===== src/rtl/pause_dim_ctrl.sv =====
// Pause/screen-dim controller: merges user button and external pause requests,
// drives the core pause line and fades RGB in frame-aligned steps after idle time.
module pause_dim_ctrl #(
    parameter int R_W         = 3,
    parameter int G_W         = 3,
    parameter int B_W         = 2,
    parameter int N_SRC       = 1,
    parameter int DIM_CYCLES  = 480000000,
    parameter int FADE_MAX    = 1,
    parameter int FRAME_ALIGN = 1
) (
    input  logic             clk_sys,
    input  logic             reset_n,
    input  logic             pause_btn,
    input  logic [N_SRC-1:0] pause_req,
    input  logic             vblank,
    input  logic [R_W-1:0]   r_in,
    input  logic [G_W-1:0]   g_in,
    input  logic [B_W-1:0]   b_in,
    output logic [R_W-1:0]   r_out,
    output logic [G_W-1:0]   g_out,
    output logic [B_W-1:0]   b_out,
    output logic             pause,
    output logic             user_paused,
    output logic [1:0]       fade_lvl
);

    localparam int              CNT_W    = $clog2(DIM_CYCLES + 1);
    localparam logic [CNT_W-1:0] CNT_MAX = CNT_W'(DIM_CYCLES);
    localparam logic [1:0]      FADE_TOP = 2'(FADE_MAX);

    logic             btn_q;
    logic             vblank_q;
    logic             toggle;
    logic             toggle_nxt;
    logic             up_nxt;
    logic             btn_edge;
    logic             vb_rise;
    logic [CNT_W-1:0] idle_cnt;

    assign btn_edge = pause_btn & ~btn_q;
    assign vb_rise  = vblank & ~vblank_q;

    // A button edge coinciding with a vblank rise is loaded in that same cycle.
    always_comb begin
        toggle_nxt = toggle ^ btn_edge;
        if (FRAME_ALIGN == 0)
            up_nxt = toggle_nxt;
        else
            up_nxt = vb_rise ? toggle_nxt : user_paused;
    end

    always_ff @(posedge clk_sys or negedge reset_n) begin
        if (!reset_n) begin
            btn_q       <= 1'b0;
            vblank_q    <= 1'b0;
            toggle      <= 1'b0;
            user_paused <= 1'b0;
            pause       <= 1'b0;
        end else begin
            btn_q       <= pause_btn;
            vblank_q    <= vblank;
            toggle      <= toggle_nxt;
            user_paused <= up_nxt;
            pause       <= (|pause_req) | user_paused;
        end
    end

    // Idle time only accrues under user pause; external holds never dim.
    always_ff @(posedge clk_sys or negedge reset_n) begin
        if (!reset_n)
            idle_cnt <= '0;
        else if (!user_paused)
            idle_cnt <= '0;
        else if (idle_cnt != CNT_MAX)
            idle_cnt <= idle_cnt + CNT_W'(1);
    end

    // Fade steps only once the counter already sits at its limit before the vblank rise.
    always_ff @(posedge clk_sys or negedge reset_n) begin
        if (!reset_n)
            fade_lvl <= 2'd0;
        else if (!user_paused)
            fade_lvl <= 2'd0;
        else if (idle_cnt == CNT_MAX && vb_rise && fade_lvl < FADE_TOP)
            fade_lvl <= fade_lvl + 2'd1;
    end

    always_ff @(posedge clk_sys or negedge reset_n) begin
        if (!reset_n) begin
            r_out <= '0;
            g_out <= '0;
            b_out <= '0;
        end else begin
            r_out <= r_in >> fade_lvl;
            g_out <= g_in >> fade_lvl;
            b_out <= b_in >> fade_lvl;
        end
    end

endmodule


===== config.mk =====
export PLATFORM = sky130hd
export DESIGN_NAME = pause_dim_ctrl
export DESIGN_NICKNAME = d
export VERILOG_FILES = /design/src/rtl/pause_dim_ctrl.sv
export SDC_FILE = /design/constraint.sdc
export NUM_CORES = 1
export LEC_CHECK = 0
export BUFFER_PORTS_ARGS = -buffer_cell sky130_fd_sc_hd__buf_2
export CAP_MARGIN = 20
export CORE_MARGIN = 2
export CORE_UTILIZATION = 40
export CTS_BUF_LIST = sky130_fd_sc_hd__clkbuf_4 sky130_fd_sc_hd__clkbuf_8
export DETAILED_ROUTE_END_ITERATION = 8
export SLEW_MARGIN = 20
export SYNTH_ARGS = -nofsm -noshare
export SYNTH_HDL_FRONTEND = slang
export SYNTH_SLANG_ARGS = --single-unit

===== constraint.sdc =====
create_clock -name clk_sys -period 5.4 [get_ports clk_sys]
set_clock_uncertainty 0.2 [all_clocks]
set_input_delay 1.08 -clock clk_sys [delete_from_list [all_inputs] [get_ports clk_sys]]
set_output_delay 1.08 -clock clk_sys [all_outputs]
set_load 0.03 [all_outputs]

Word-level counts from Yosys, hierarchy flattened
Cells that the tools add are included.
W data, S select, Z words.

cells by class
  add/subtract/negate cells = 2
  $lt $le $gt $ge = 1
  equality and inequality tests = 4
  shift operators = 3
  multiplexer cells = 4
  bitwise logic cells = 6
  reductions and logical operators = 2

operator list
  kind                     number
  $mux W29                 2
  $add A29 B1 Y29 const B  1
  $eq A29 B29 Y1 const B   1
  $ne A29 B29 Y1 const B   1
  $shr A3 B2 Y3            2
  $mux W2                  2
  $ne A2 B1 Y1 const B     2
  $add A2 B1 Y2 const B    1
  $and A1 B1 Y1            2
  $logic_and A1 B1 Y1      2
  $lt A2 B1 Y1 const B     1
  $not A1 Y1               2
  $shr A2 B2 Y2            1
  $or A1 B1 Y1             1
  $xor A1 B1 Y1            1

storage, ports and cells
  bits in registers = 44
  bits of input ports = 13
  output and inout bits = 12

Longest topological paths before layout
Gate-level depths: netlist of the first run.

  word-level depth = 6
  gate-level depth with buffers = 7
  depth with buffers taken out = 6

Least setup slack after synthesis of the first run
Ideal clock, no wire load.

  path type = reg2reg
  start = register idle_cnt[0]
  end = register idle_cnt[24]
  arrival = 1.863 ns
  data required time = 5.122 ns
  path slack = 3.259 ns
  cell stages (with the launch flop) = 7
  buffers on the path = 1
  path through = dfrtp_1 ha_1 nand4_2 or3_1 clkbuf_1 or4_1 a21oi_1

on the way
  cells in the longest elaborated chain, start to end = 3

ends and longest elaborated chain
  what                    RTL line  RTL
  start, declared         39        logic [CNT_W-1:0] idle_cnt;
  start signal, assigned  76        idle_cnt <= idle_cnt + CNT_W'(1);
  $add A29 B1 Y29         76
  $mux W29                75        else if (idle_cnt != CNT_MAX)
  $mux W29                73        else if (!user_paused)

Several ways; a longest one is shown, not always the timed one. The select of a mux whose other input is x is not followed.
A chain may end at the register's enable or synchronous reset.

Worst setup path in the final report of the first run
  start = register fade_lvl[1]
  end = output fade_lvl[1]

RTL lines
  what                    RTL line  RTL
  start, declared         25        output logic [1:0] fade_lvl
  start signal, assigned  86        fade_lvl <= fade_lvl + 2'd1;

No word-level cell between the ends.

==> results by group, run 1 <==
Logic synthesis
  – Synthesized cell area: 2205 µm²
  – Top cells by count, synth: 44 x dfrtp_1, 19 x nor2_1, 16 x a21oi_1, 14 x nand2_1, 14 x o21ai_0
  – Yosys reg bits: 44
  – Most frequent cell after synthesis: dfrtp_1
  – Syn Inst Count: 222
  – Syn Nets: around 240
  – Seq/Total Area, Yosys: roughly half
  – Number of synthesis warnings: 0
  – Top-area cell type share of the netlist area: 49.94%
  – Area contributors post-synth: dfrtp_1 50%, a21oi_1 3.6%, nor2_1 3.2%
  – Syn avg cell area: 9.931 µm²
  – Main synth FF type: dfrtp_1
  – Number of synthesized flops with an enable pin: 0
  – Asr flop ratio synth: 100.0%
  – Cell variety after synth: 38
  – Area leader, netlist: dfrtp_1

Global route
  – First-pass GRT wire length: about 7400 µm
  – Largest net degree at the start of global routing: 45
  – Gr ovfl total: 0
  – Initial antenna violation count: 0
  – Tot GR Track Use: 15.42%
  – Vias in the first global route: about 1,500

Timing
  – Fmax: 416.8 MHz
  – RSZ-0062 raised after global routing: no
  – Slew Viols, Final: 0
  – Slew headroom: 41.64%
  – Slew of the pin with the lowest slew margin: between 0.8 and 0.9 ns
  – Final Hold Fails: 0
  – Final setup TNS: 0 ns
  – Part of the cycle the worst path needs: 44.43%
  – Final setup margin: between 3 and 4 ns
  – Setup violations, final: 0
  – Post-route minimum period: 2.399 ns

Die
  – Chip Height: 78.24 µm
  – CORE AREA: 5405 µm²
  – Initial Util: 40.79%
  – # IOs: 25
  – Die width: 78.24 µm
  – Area of the die: 6122 µm²
  – Std cell rows: 27

Critical path
  – CP max stage delay: 0.56 ns
  – Slowest CP cell: dfrtp_1
  – WP buf/inv: 1
  – Crit start category: flip-flop
  – FF-to-FF setup slack: ~3.1 ns
  – Cell family with most CP delay: flip-flops
  – Critical path arrival: around 1.1 ns
  – CP Capture Type: output pin
  – Max Fanout on Critical Path: 10
  – WS Path Type: flip-flop to output pin
  – Critical path data required time: between 4 and 5 ns
  – Ordered list of cells on the worst path: buf_2

Route
  – Met2 routed WL: 1939 µm
  – Vias post-DR: 1,682
  – WL met3: 146 µm
  – Highest metal used: met4
  – Post-route antenna net violation count: 0
  – First DRT Iteration DRCs: 92
  – Met1 WL: roughly 2100 µm
  – DRC Markers: 0
  – First-pass iteration count of the detailed router: 4
  – Via-per-instance ratio: 5.256
  – Final WL: 4269 µm
  – Routed len/inst: between 10 and 15 µm

CTS
  – CTS Buf Count: 5
  – CTS tree: done
  – CTS Buffer Depth: 2
  – Clock Sinks: 44
  – Root buf cell: clkbuf_8
  – Worst-skew pair later-pin latency: 0.30 ns
  – Clock Pin Slew Worst Setup and Hold Paths: ~0.080 ns
  – CTS hold repair buffers: 0
  – Post-CTS resize count: 0
  – H-tree depth: 2
  – Post-CTS setup buffers: 0

Pwr
  – VDD IR max: 0.1332 mV
  – PD cells: approximately 290 nW/µm²
  – Static leakage: 1.018 nW

Layout
  – Multi-input logic area: 1040 µm²
  – # diodes: 0
  – Fill count: 533
  – Share of layout cells above drive strength 1: 17.34%
  – Non-filler cells, final: 320
  – Area Growth Syn to Fin: 14.13%
  – Seq. cell area: 1101 µm²
  – Final layout net count: about 260
  – Util after Layout: between 40% and 50%

Placement
  – Hpwl dp: 3041 µm
  – IO Port Bufs: 24
  – Dpl cells: ~310
  – Pre-CTS WS: 3.130 ns
  – GP Congestion: 0.8036

Worst hold path
  – Hold crit path type: flip-flop to flip-flop

Outcome
  – Status: complete, no violations

Job
  – Max-cap violation count: 0
[where the power goes]
group | internal, mW | total [mW] | switching (mW) | leakage (nW)
logic | 0.0320 | 0.104 | 0.0716 | 0.380
clock network | 0.139 | 0.256 | 0.117 | 0.0548
registers | 0.349 | 0.368 | 0.0195 | 0.583
total | 0.520 | 0.728 | 0.208 | 1.02
[final cells by class]
class	instances	area share, %
flip-flops and latches	44	43.76
multi-input cells	163	41.32
repair buffers	25	5.569
well taps	72	3.580
clock buffers	5	2.735
clock inverters	3	1.840
inverters	8	1.193
[sequential cells by signal, indices dropped and copies added (netlist names), 2 cells and up]
register,flops
b_out,2
idle_cnt,29
r_out,3
fade_lvl,2
g_out,3
[cells by family (layout without fill, tap and decap cells)]
kind of cell / after synthesis / after routing / share of synthesized area (%)
compound gates: 37 / 37 / 9.308
flops: 44 / 44 / 49.94
fa+ha+maj: 3 / 3 / 1.703
buf+inv: 15 / 41 / 2.894
xor+xnor: 13 / 13 / 5.165
simple gates: 103 / 103 / 27.81
mux: 7 / 7 / 3.178
[final timing paths]
path                                          from                  endpoint  depth (start not counted)
setup reg to reg           idle_cnt[1]$_DFFE_PN0P_  idle_cnt[24]$_DFFE_PN0P_                          5
hold / removal                    toggle$_DFF_PN0_          toggle$_DFF_PN0_                          1
min in group asynchronous                  reset_n        g_out[0]$_DFF_PN0_                          1
hold reg to reg                   toggle$_DFF_PN0_          toggle$_DFF_PN0_                          1
max in group asynchronous                  reset_n   idle_cnt[9]$_DFFE_PN0P_                          2
setup / recovery           fade_lvl[1]$_DFFE_PN0P_               fade_lvl[1]                          1
[metal layers]
| layer | track usage [%] | up-vias |
|---|---|---|
| met2 | 23.79 | 26 |
| met4 | 6.491 | 0 |
| met3 | 4.138 | 5 |
| met5 | 0 | - |
| met1 | 20.55 | 796 |
| li1 | - | 855 |
[per-stage QoR]
step                cell area [µm²]  power [mW]  hold WS (ns)
floorplan                      2205      0.4419        0.2438
global placement               2381      0.4787        0.2677
detailed placement             2381      0.4788        0.2612
CTS                            2496      0.7380        0.2755
global route                   2516      0.7658        0.3011
finish                         2516      0.7281        0.2689
[cell usage in the layout, fill, tap and decap left out, drive strengths merged, types with 2 or more instances in the layout]
cell type,count
or3,8
or4,4
nor4bb,2
buf,25
nor4b,3
nand4,12
xor2,5
ha,3
nor2,19
mux2i,7
nor3,2
and4,5
xnor2,8
o31ai,4
inv,9
o21ai,14
nand3,11
and3,5
nand2b,3
clkbuf,5
nand2,14
a21oi,16
nor4,4
dfrtp,44
and2,4
No activity file was read; power rests on OpenSTA's default activity.
==> inputs of run 2 (changes only) <==
==> constraint.sdc (replaced) <==
create_clock -name clk_sys -period 2.5 [get_ports clk_sys]
set_clock_uncertainty 0.2 [all_clocks]
set_input_delay 0.5 -clock clk_sys [delete_from_list [all_inputs] [get_ports clk_sys]]
set_output_delay 0.5 -clock clk_sys [all_outputs]
set_load 0.03 [all_outputs]
==> results by group, run 2 (same netlist as run 1, synthesis figures left out) <==
CTS
  – Root buf cell: clkbuf_8
  – Post-CTS setup buffers: 0
  – Worst-skew pair later-pin latency: roughly 0.30 ns
  – Clock Pin Slew Worst Setup and Hold Paths: 0.09 ns
  – H-tree depth: 2
  – Clock Sinks: 44
  – CTS Buf Count: 5
  – CTS Buffer Depth: 2
  – CTS tree: done
  – Post-CTS resize count: 0

Placement
  – Dpl cells: 315
  – Area of placed instances: 2424 µm²
  – Hpwl dp: 3227 µm
  – GP Congestion: 0.7942
  – IO Port Bufs: 24
  – Pre-CTS WS: 0.2777 ns

Die
  – # IOs: 25
  – Std cell rows: 27
  – Die width: roughly 78 µm
  – Initial Util: 40.79%
  – Area of the die: roughly 6100 µm²
  – CORE AREA: 5405 µm²
  – Chip Height: roughly 78 µm

Global route
  – Gr ovfl total: 0
  – Initial antenna violation count: 0
  – Vias in the first global route: 1,593
  – Tot GR Track Use: 16.46%
  – First-pass GRT wire length: 7921 µm
  – Largest net degree at the start of global routing: 30

Timing
  – RSZ-0062 raised after global routing: no
  – Slew Viols, Final: 0
  – Setup violations, final: 0
  – Post-route minimum period: roughly 2.3 ns
  – Slew headroom: 65.93%
  – Part of the cycle the worst path needs: between 90 and 100%
  – Slew of the pin with the lowest slew margin: ~0.5 ns
  – Final setup TNS: 0 ns
  – Fmax: between 400 and 500 MHz
  – Final Hold Fails: 0
  – Final setup margin: between 0.2 and 0.25 ns

Route
  – DRC Markers: 0
  – Via-per-instance ratio: 5.259
  – Routed len/inst: 14.20 µm
  – First DRT Iteration DRCs: 101
  – Post-route antenna net violation count: 0
  – First-pass iteration count of the detailed router: 4
  – Final WL: 4601 µm
  – Vias post-DR: 1,704

Layout
  – Most frequent cells in the layout: 44 x dfrtp_1, 24 x buf_2, 19 x nor2_1
  – Seq. cell area: 1101 µm²
  – Final Cell Area: roughly 2500 µm²
  – Max reg flops: 29
  – Area Growth Syn to Fin: 15.66%
  – Share of layout cells above drive strength 1: between 10% and 20%
  – Top Registers: idle_cnt: 29 flops, g_out: 3 flops, r_out: 3 flops
  – Biggest register: idle_cnt
  – Fill count: 501
  – Final layout net count: between 200 and 300
  – Commonest non-fill, non-tap cell in the layout: dfrtp_1
  – Non-filler cells, final: 324
  – Multi-input logic area: 1040 µm²
  – # diodes: 0

Job
  – Max-cap violation count: 0

Critical path
  – Crit start category: flip-flop
  – CP max stage delay: 0.65 ns
  – Critical path data required time: 2.53 ns
  – Max Fanout on Critical Path: 15
  – Critical path arrival: approximately 2.3 ns
  – WS Path Type: flip-flop to flip-flop
  – Slowest CP cell: or4b_4
  – CP Capture Type: flip-flop
  – Ordered list of cells on the worst path: nand4_2, or4b_4, or4_1, a21oi_1

Pwr
  – Total power: 1.590 mW
  – PD cells: slightly above 600 nW/µm²
  – VDD IR max: 0.2455 mV
  – Static leakage: 1.040 nW

Outcome
  – Status: complete, no violations

Worst hold path
  – Hold crit path type: input pin to flip-flop
## run 2: cell types whose count changed in the layout (fill, tap and decap cells not counted), sizes merged
cell	change
dlygate4sd3	+1
clkinv	+2
clkinvlp	-1
inv	-1
buf	+3
## run 2: final timing paths
path / end / slack, ns / start / cells after the start
max reg2reg: idle_cnt[27]$_DFFE_PN0P_ / 0.25 / idle_cnt[8]$_DFFE_PN0P_ / 4
max: idle_cnt[27]$_DFFE_PN0P_ / 0.25 / idle_cnt[8]$_DFFE_PN0P_ / 4
min: btn_q$_DFF_PN0_ / 0.11 / pause_btn / 1
max in group asynchronous: idle_cnt[14]$_DFFE_PN0P_ / 1.10 / reset_n / 3
min in group asynchronous: g_out[1]$_DFF_PN0_ / 0.49 / reset_n / 2
min reg2reg: toggle$_DFF_PN0_ / 0.28 / toggle$_DFF_PN0_ / 1
## run 2: per-stage QoR
step	util (%)	hold WS, ns
final	47.18	0.1139
after CTS	47.18	0.1124
after floorplan	-	0.004409
after detailed placement	44.84	0.2707
after global routing	47.18	0.1061
after global placement	44.84	0.2673
## run 2: critical path: cells and delay by family (launching register included)
family / cells / cell delay [ns]
simple gates: 3 / 1.38
flops: 1 / 0.44
compound gates: 1 / 0.15
## run 2: metal layers
metal	up-vias	global-route usage, %	wire length (µm)
met2	21	25.43	2071
met4	0	4.737	55
met1	813	23.12	2347
met3	5	3.908	127
li1	865	-	-
met5	-	0	0
## run 2: report_power, final
part           leakage (nW)  switching (mW)  internal (mW)
Combinational         0.399           0.158         0.0773
Clock                0.0583           0.258          0.301
Sequential            0.583          0.0435          0.753
## run 2: area by class of cell
type / count / area share [%]
tap: 72 / 3.533
clock buffer: 5 / 2.699
timing repair buffer: 29 / 6.771
sequential: 44 / 43.18
multi-input combinational: 163 / 40.78
inverter: 8 / 1.178
clock inverter: 3 / 1.865
## run 2: timing repair
| item | in CTS | in global routing |
|---|---|---|
| endpoints found under the setup margin | 0 | 0 |
| endpoints found under the hold margin | 20 | 0 |
| hold buffers | 1 | 0 |
==> inputs of run 3 (changes only) <==
--- a/config.mk
+++ b/config.mk
@@ -11,6 +11,7 @@
 export CORE_UTILIZATION = 40
 export CTS_BUF_LIST = sky130_fd_sc_hd__clkbuf_4 sky130_fd_sc_hd__clkbuf_8
 export DETAILED_ROUTE_END_ITERATION = 8
+export SETUP_SLACK_MARGIN = 0.4
 export SLEW_MARGIN = 20
 export SYNTH_ARGS = -nofsm -noshare
 export SYNTH_HDL_FRONTEND = slang
==> results by group, run 3 (same netlist as run 1, synthesis figures left out) <==
Outcome
  – Status: complete, no violations

Critical path
  – WS Path Type: flip-flop to flip-flop
  – FF-to-FF path depth: 4
  – WP buf/inv: 0
  – Instance count on the critical path: 4
  – R2R Path End: idle_cnt[17]$_DFFE_PN0P_
  – Critical path arrival: 2.13 ns
  – FF-to-FF setup slack: ~0.4 ns
  – Slowest CP cell: or4b_4
  – Critical path data required time: ~2.5 ns
  – Crit Reg-Reg Startpoint: idle_cnt[0]$_DFFE_PN0P_
  – CP Capture Type: flip-flop
  – Cell family with most CP delay: simple AND/OR/NAND/NOR gates
  – Max Fanout on Critical Path: 8
  – CP max stage delay: 0.53 ns
  – Ordered list of cells on the worst path: and4_4, or4b_4, or3_2, a21oi_2
  – Crit start category: flip-flop

CTS
  – CTS tree: done
  – Clock Sinks: 44
  – Root buf cell: clkbuf_8
  – Worst-skew pair later-pin latency: 0.30 ns
  – H-tree depth: 2
  – Clock Pin Slew Worst Setup and Hold Paths: 0.09 ns
  – CTS Buf Count: 5
  – CTS Buffer Depth: 2

Layout
  – Seq. cell area: 1110 µm²
  – # diodes: 0
  – Fill count: 499
  – Most frequent cells in the layout: 37 x dfrtp_1, 24 x buf_2, 19 x nor2_1
  – Biggest register: idle_cnt
  – Commonest non-fill, non-tap cell in the layout: dfrtp_1
  – Share of layout cells above drive strength 1: 28.68%
  – Top Registers: idle_cnt: 29 flops, g_out: 3 flops, r_out: 3 flops
  – Area Growth Syn to Fin: 24.06%
  – Multi-input logic area: 1120 µm²
  – Max reg flops: 29
  – Final layout net count: 280

Timing
  – Final Hold Fails: 0
  – Post-route minimum period: 2.093 ns
  – Fmax: 477.9 MHz
  – Slew headroom: between 60% and 70%
  – Final setup margin: roughly 0.41 ns
  – Setup violations, final: 0
  – Slew Viols, Final: 0
  – Slew of the pin with the lowest slew margin: 0.4869 ns
  – Final setup TNS: 0 ns
  – Part of the cycle the worst path needs: 83.70%
  – RSZ-0062 raised after global routing: yes
  – Worst hold margin: 0.1234 ns

Die
  – Std cell rows: 27
  – Initial Util: a little over 40%
  – Die width: approximately 78 µm
  – CORE AREA: 5405 µm²
  – Chip Height: 78.24 µm
  – Area of the die: 6122 µm²
  – # IOs: 25

Global route
  – Tot GR Track Use: 16.74%
  – Initial antenna violation count: 0
  – First-pass GRT wire length: 8052 µm
  – Vias in the first global route: roughly 1,600
  – Largest net degree at the start of global routing: 24
  – Gr ovfl total: 0

Worst hold path
  – Hold crit path type: input pin to flip-flop
  – Worst hold path stage count: 1
  – Hold Path Origin: pause_btn
  – Worst Hold End: btn_q$_DFF_PN0_

Route
  – First DRT Iteration DRCs: 121
  – Routed len/inst: around 14 µm
  – Via-per-instance ratio: roughly 5.3
  – Final WL: 4746 µm
  – Vias post-DR: roughly 1,800
  – DRC Markers: 0
  – Post-route antenna net violation count: 0
  – First-pass iteration count of the detailed router: 4

Placement
  – Pre-CTS WS: about 0.23 ns
  – Hpwl dp: between 3000 and 4000 µm
  – IO Port Bufs: 24
  – GP Congestion: slightly below 0.8

Pwr
  – Total power: around 1.6 mW
  – PD cells: 592.6 nW/µm²
  – VDD IR max: around 0.27 mV
  – Static leakage: 1.113 nW

Job
  – Max-cap violation count: 0
run 3: cell types whose count changed in the layout (fill, tap and decap cells not counted), sizes merged:
cell / delta
buf: +13
clkinv: -1
clkinvlp: +1
run 3: power breakdown:
group / leakage (nW) / total [mW] / internal, mW / switching [mW]
combinational: 0.487 / 0.274 / 0.0996 / 0.174
clock: 0.0541 / 0.549 / 0.296 / 0.253
sequential: 0.571 / 0.799 / 0.755 / 0.0434
run 3: stage by stage:
step / utilization (%) / std cells / cell area, µm²
floorplan: - / 222 / 2226
global placement: 45.09 / 314 / 2437
detailed placement: 45.09 / 314 / 2437
CTS: 49.33 / 335 / 2666
global route: 50.60 / 337 / 2735
finish: 50.60 / 337 / 2735
run 3: layer usage:
layer	vias up	share of wire [%]	global-route usage, %
met5	-	0	0
met4	0	1.3	5.789
met3	7	3.9	4.138
met2	32	47	24.83
met1	854	48	23.87
li1	885	-	-
run 3: what timing repair did:
item / in CTS / in global routing
gates resized for setup: 7 / 15
hold endpoints to repair: 21 / 0
buffers inserted: 12 / 2
setup endpoints to repair: 9 / 12
hold buffers: 1 / 0
pin swaps: 7 / 4
cloned: 0 / 0
run 3: worst register-to-register path: cells and delay by family (launching register included):
kind            cells  cell delay, ns
compound gates      1            0.14
flops               1            0.42
simple gates        3            1.27
run 3: area by class of cell:
cell class	count	area share, %
flip-flops and latches	44	40.58
clock inverters	3	1.555
repair buffers	42	10.02
multi-input cells	163	40.94
inverters	8	1.098
well taps	72	3.294
clock buffers	5	2.516
run 3: worst max path at each step:
stage	start	endpoint
6_report	idle_cnt[0]$_DFFE_PN0P_	idle_cnt[17]$_DFFE_PN0P_
5_1_grt	idle_cnt[0]$_DFFE_PN0P_	idle_cnt[15]$_DFFE_PN0P_
4_1_cts	idle_cnt[0]$_DFFE_PN0P_	idle_cnt[27]$_DFFE_PN0P_
3_5_place_dp	idle_cnt[3]$_DFFE_PN0P_	idle_cnt[27]$_DFFE_PN0P_
3_3_place_gp	idle_cnt[2]$_DFFE_PN0P_	idle_cnt[25]$_DFFE_PN0P_
2_1_floorplan	idle_cnt[2]$_DFFE_PN0P_	idle_cnt[27]$_DFFE_PN0P_
